<file path="config.mk">
export PLATFORM = sky130hd
export DESIGN_NAME = adbg_toggle_req_tx
export DESIGN_NICKNAME = d
export VERILOG_FILES = /design/src/rtl/adbg_toggle_req_tx.sv
export SDC_FILE = /design/constraint.sdc
export NUM_CORES = 1
export LEC_CHECK = 0
export ABC_AREA = 1
export CORE_MARGIN = 4
export CORE_UTILIZATION = 48
export CTS_CLUSTER_DIAMETER = 200
export CTS_CLUSTER_SIZE = 30
export DETAILED_ROUTE_END_ITERATION = 16
export GPL_TIMING_DRIVEN = 1
export PLACE_DENSITY = 0.95
export SETUP_SLACK_MARGIN = 0.02
export SLEW_MARGIN = 20
export SYNTH_ARGS = -nofsm -noshare
export SYNTH_HDL_FRONTEND = slang
export SYNTH_SLANG_ARGS = --single-unit
</file>
<file path="constraint.sdc">
create_clock -name DEST_CLK -period 2.8 [get_ports DEST_CLK]
set_input_delay 0.56 -clock DEST_CLK [delete_from_list [all_inputs] [get_ports DEST_CLK]]
set_output_delay 0.56 -clock DEST_CLK [all_outputs]
set_load 0.05 [all_outputs]
</file>
<file path="src/rtl/adbg_toggle_req_tx.sv">
// Sending end of the debug two-phase toggle handshake: captures a word on REQ_IN,
// flips TOGGLE_OUT, and waits for the synchronized echo (or a timeout) before accepting again.
module adbg_toggle_req_tx #(
  parameter int DATA_WIDTH     = 32,
  parameter int TIMEOUT_CYCLES = 255
) (
  input  logic                  DEST_CLK,
  input  logic                  RESET,
  input  logic                  REQ_IN,
  input  logic [DATA_WIDTH-1:0] DATA_IN,
  input  logic                  CLR_ERR,
  input  logic                  ACK_TOGGLE_IN,
  output logic                  TOGGLE_OUT,
  output logic [DATA_WIDTH-1:0] DATA_OUT,
  output logic                  BUSY,
  output logic                  DONE,
  output logic                  TIMEOUT,
  output logic                  DROP,
  output logic                  ERR
);

  localparam int CW = (TIMEOUT_CYCLES > 0) ? $clog2(TIMEOUT_CYCLES + 1) : 1;
  localparam logic [CW-1:0] LIM = CW'((TIMEOUT_CYCLES > 0) ? TIMEOUT_CYCLES - 1 : 0);

  typedef enum logic {
    IDLE     = 1'b0,
    WAIT_ACK = 1'b1
  } state_t;

  state_t                  state_r;
  state_t                  state_nxt_s;
  logic                    ack_s1;
  logic                    ack_s2;
  logic                    ack_prev;
  logic                    ack_edge_s;
  logic                    timeout_hit_s;
  logic [CW-1:0]           count_r;
  logic [CW-1:0]           count_nxt_s;
  logic                    toggle_nxt_s;
  logic [DATA_WIDTH-1:0]   data_nxt_s;
  logic                    done_nxt_s;
  logic                    timeout_nxt_s;
  logic                    drop_nxt_s;
  logic                    err_nxt_s;

  // Ack synchronizer plus edge-detect flop; the echo is asynchronous to DEST_CLK.
  always_ff @(posedge DEST_CLK or posedge RESET) begin
    if (RESET) begin
      ack_s1   <= 1'b0;
      ack_s2   <= 1'b0;
      ack_prev <= 1'b0;
    end else begin
      ack_s1   <= ACK_TOGGLE_IN;
      ack_s2   <= ack_s1;
      ack_prev <= ack_s2;
    end
  end

  assign ack_edge_s    = ack_s2 ^ ack_prev;
  assign timeout_hit_s = (TIMEOUT_CYCLES != 0) && (count_r == LIM);
  assign BUSY          = (state_r == WAIT_ACK);

  // State register.
  always_ff @(posedge DEST_CLK or posedge RESET) begin
    if (RESET) begin
      state_r <= IDLE;
    end else begin
      state_r <= state_nxt_s;
    end
  end

  // Next-state logic: an ack edge takes priority over a coincident timeout.
  always_comb begin
    state_nxt_s = state_r;
    case (state_r)
      IDLE: begin
        if (REQ_IN) state_nxt_s = WAIT_ACK;
        else        state_nxt_s = IDLE;
      end
      WAIT_ACK: begin
        if (ack_edge_s || timeout_hit_s) state_nxt_s = IDLE;
        else                             state_nxt_s = WAIT_ACK;
      end
      default: state_nxt_s = IDLE;
    endcase
  end

  // Output/datapath next values; the toggle is left as-is on timeout.
  always_comb begin
    toggle_nxt_s  = TOGGLE_OUT;
    data_nxt_s    = DATA_OUT;
    count_nxt_s   = count_r;
    done_nxt_s    = 1'b0;
    timeout_nxt_s = 1'b0;
    drop_nxt_s    = 1'b0;
    case (state_r)
      IDLE: begin
        if (REQ_IN) begin
          toggle_nxt_s = ~TOGGLE_OUT;
          data_nxt_s   = DATA_IN;
          count_nxt_s  = '0;
        end else begin
          count_nxt_s  = count_r;
        end
      end
      WAIT_ACK: begin
        drop_nxt_s = REQ_IN;
        if (ack_edge_s) begin
          done_nxt_s = 1'b1;
        end else if (timeout_hit_s) begin
          timeout_nxt_s = 1'b1;
        end else if (TIMEOUT_CYCLES != 0) begin
          count_nxt_s = count_r + CW'(1);
        end else begin
          count_nxt_s = count_r;
        end
      end
      default: begin
        count_nxt_s = '0;
      end
    endcase
    if (timeout_nxt_s)  err_nxt_s = 1'b1;
    else if (CLR_ERR)   err_nxt_s = 1'b0;
    else                err_nxt_s = ERR;
  end

  // Registered outputs.
  always_ff @(posedge DEST_CLK or posedge RESET) begin
    if (RESET) begin
      TOGGLE_OUT <= 1'b0;
      DATA_OUT   <= '0;
      count_r    <= '0;
      DONE       <= 1'b0;
      TIMEOUT    <= 1'b0;
      DROP       <= 1'b0;
      ERR        <= 1'b0;
    end else begin
      TOGGLE_OUT <= toggle_nxt_s;
      DATA_OUT   <= data_nxt_s;
      count_r    <= count_nxt_s;
      DONE       <= done_nxt_s;
      TIMEOUT    <= timeout_nxt_s;
      DROP       <= drop_nxt_s;
      ERR        <= err_nxt_s;
    end
  end

endmodule

</file>
* Word-level counts from Yosys, hierarchy flattened *
Cells that the tools add are included.

word-level totals
  flip-flop bits (word level) = 49
  bits of input ports = 37
  logic and storage cells = 38

operators by class
  $add $sub $neg = 1
  eq/ne operators = 4
  muxes and demuxes = 15
  bitwise logic cells = 3
  reduce and logical (&&, ||, !) cells = 4

operators with widths
  kind                                                           number
  8-bit 2-to-1 mux                                               3
  8-bit one-hot mux with 2 select lines                          1
  1-bit 2-to-1 mux                                               10
  8-bit by 1-bit adder with 8-bit output, second input constant  1
  8-bit == test, second input constant                           1
  2-bit inequality test, second input constant                   3
  3-bit AND reduction                                            1
  1-bit NOT                                                      2
  1-bit one-hot mux with 2 select lines                          1
  2-bit AND reduction                                            1
  2-bit nonzero test                                             1
  1-bit logical OR                                               1
  1-bit bitwise XOR                                              1

* Longest topological paths before layout *
  depth after elaboration = 5
  mapped depth = 9
  gate-level depth less buffers = 9

* Least setup slack after synthesis *
Ideal clock, no wire load.

  path kind = register to register
  from = reg state_r, in the netlist BUSY
  to = reg DATA_OUT[0]
  arrival = 1.416 ns
  path slack = 1.259 ns
  cell stages (with the launch flop) = 6
  buffers on the path = 2
  cell sequence = dfrtp_1 buf_6 inv_2 nand2_4 buf_6 mux2_4

between the ends
  cells in the longest elaborated chain, start to end = 2

RTL lines
  what                                  line  text
  from (decl)                           30    state_t state_r;
  from (signal assigned)                68    state_r <= state_nxt_s;
  1-bit NOT (no source line)            n/a
  2-bit AND reduction (no source line)  n/a
  to (signal assigned)                  139   DATA_OUT <= data_nxt_s;
  to (decl)                             14    output logic [DATA_WIDTH-1:0] DATA_OUT,

Every way passes these cells.
A chain may end at the register's enable or synchronous reset.

* Worst setup path after layout *
  from = reg state_r, in the netlist BUSY
  to = out BUSY

RTL lines
  what       line  text
  to (decl)  15    output logic BUSY,

No word-level cell between the ends.

==> qor.yml <==
outcome: "completed"
crit_type: "reg -> out"
yosys.area.top_type: "dfrtp_1"
max_stage_delay_ps: 870
diodes: 0
rows: 23
syn_area_per_cell_um2: 13.1
grt_max_degree: 35
port_buffers: 74
place_inst: 283
vias: 1398
stdcell_area_um2: 2990
first_global_vias: 1355
die_y_um: 74.5
dr.first_iter.drc_count: 59
setup_violations: 0
crit_buf_inv: 1
cp_max_fo: 10
vdd_drop_max_mv: 0.552
postCtsSetupRepairBufs: 0
synthAdderAreaFrac: 0.0118
synth_area_um2: 2120
n_fill_cell: 291
initial_utilization: 0.511
p_leak_nw: 1.40
cts_buffer_depth: 2
ctsResizeCount: 0
final_cell_mix: "74 x clkdlybuf4s50_1, 49 x dfrtp_1, 28 x mux2_4, 27 x nand2_1, 12 x inv_1"
dieArea_um2: 5540
final-seq-area_um2: 1230
area_growth_pct: 40.8
rsz0062_at_grt: "no"
path_delay_family: "buffers and inverters"
ios: 75
drv_slew: 0
gp_congestion: 0.860
ys_seq_elements: 49
timing.slew.headroom: 0.600
overflow: 0
drive_above_1_share: 0.208
clk_pin_slew_ps: 80
slowest_stage: "clkdlybuf4s50_1"
numCtsBuffers: 5
required_ps: 2240
synth_area_leaders: "dfrtp_1 58%, mux2_4 20%, nand2_1 4.8%"
hold_path.class: "reg -> reg"
drv_cap: 0
first_pass_iters: 5
hpwl_mm: 3.08
synth_top_family_by_area: "multiplexers"
power_w: 0.00265
synth_compound_area_frac: 0.0277
synth_simple_gate_area_frac: 0.103
crit_chain: "clkdlybuf4s50_1"
ys_types: 21
root_buffer: "clkbuf_8"
cts_tree: "built"
final_core_util: 0.720
worst_pin_slew_ps: 599
post-route-min-period_ps: 2280
vias_per_cell: 4.82
wire_per_inst_um: 14.2
finalHoldViolations: 0
skew_ps: 4.88
synth_warnings: 0
placed_area_um2: 2880
fin_crit_sh: 0.814
ctsHoldBuffers: 0
seq_area_frac_synth: 0.579
instances_no_fill: 290
critPathCaptureType: "primary output"
max_freq_ghz: 0.439
yosysTopAreaCellShare: 0.579
synth_fp_nets: 201
synth-xor-area-share: 0.00826
grt_usage: 0.158
grt_pass1_wl_mm: 6.53
drcViolationCount: 0
synth_cells: 162
clock_sinks: 49
nNetsFinal: 279
p_per_area_nw_per_um2: 889
final_common_cell: "clkdlybuf4s50_1"
fin_setup_tns_ps: 0
cts_htree_levels: 2
antenna_found_initial: 0
cp-start-kind: "flip-flop"
dieWidth_um: 74.5
finalWirelength_mm: 4.12
synth_mux_area_frac: 0.220
drtAntennaViolNets: 0
core-area_um2: 4140
multiInputGateArea_um2: 785
clock_latency_ps: 300
arrival_ps: 1720
registers in the layout, summed over array words and instances, names as in the netlist:
signal,flops
BUSY,1
ack_s1,1
count_r,8
ack_s2,1
DATA_OUT,32
ERR,1
TIMEOUT,1
DROP,1
DONE,1
ack_prev,1
TOGGLE_OUT,1
kinds of logic after synthesis:
kind of cell    count (synthesis)
buf+inv                        19
compound gates                 10
mux                            32
flops                          49
fa+ha+maj                       2
xor+xnor                        2
simple gates                   48
through the flow:
step | setup slack (ps) | hold WS (ps)
floorplan | 1070 | 331
global route | 456 | 373
global placement | 758 | 333
detailed placement | 723 | 341
finish | 521 | 355
CTS | 503 | 361
report_power, final:
part           leakage (nW)  switching (W)  internal (W)
combinational         0.750       0.000708      0.000490
sequential            0.596       0.000109      0.000868
clock                0.0540       0.000218      0.000260
worst paths after layout:
path,cells past startpoint,slack [ps],start,end
setup / recovery,1,520,BUSY,BUSY
hold / removal,0,360,ack_s1,ack_s2
setup reg to reg,3,1160,BUSY,DATA_OUT[13]
hold reg to reg,0,360,ack_s1,ack_s2
max in group asynchronous,3,1700,RESET,DATA_OUT[3]
min in group asynchronous,2,540,RESET,count_r[5]
cells in the mapped netlist:
cell type,count
xor2_1,1
o21ai_2,1
nand4_1,1
inv_2,1
inv_1,13
nand3_2,1
nor2_1,5
dfrtp_1,49
ha_1,2
nand2_2,1
nand2_4,1
mux2_2,4
o21bai_1,2
mux2_4,28
or2_2,2
xnor2_1,1
nor2_2,1
o21ai_0,7
nand3_1,9
nand2_1,27
buf_6,5
routing by layer:
metal | global-route usage | part of all wire | vias to the layer above
met5 | 0 | 0 | -
met4 | 0.0474 | 0.011 | 0
met3 | 0.0527 | 0.071 | 5
met2 | 0.246 | 0.49 | 50
met1 | 0.210 | 0.43 | 662
li1 | - | - | 681
area by class of cell:
class	count	share of cell area
clock buffer	5	0.0231
clock inverter	2	0.0117
inverter	14	0.0176
multi-input combinational	94	0.263
sequential	49	0.411
tap	50	0.0210
timing repair buffer	76	0.253
Note: power is estimated with default switching activity, not from simulation.
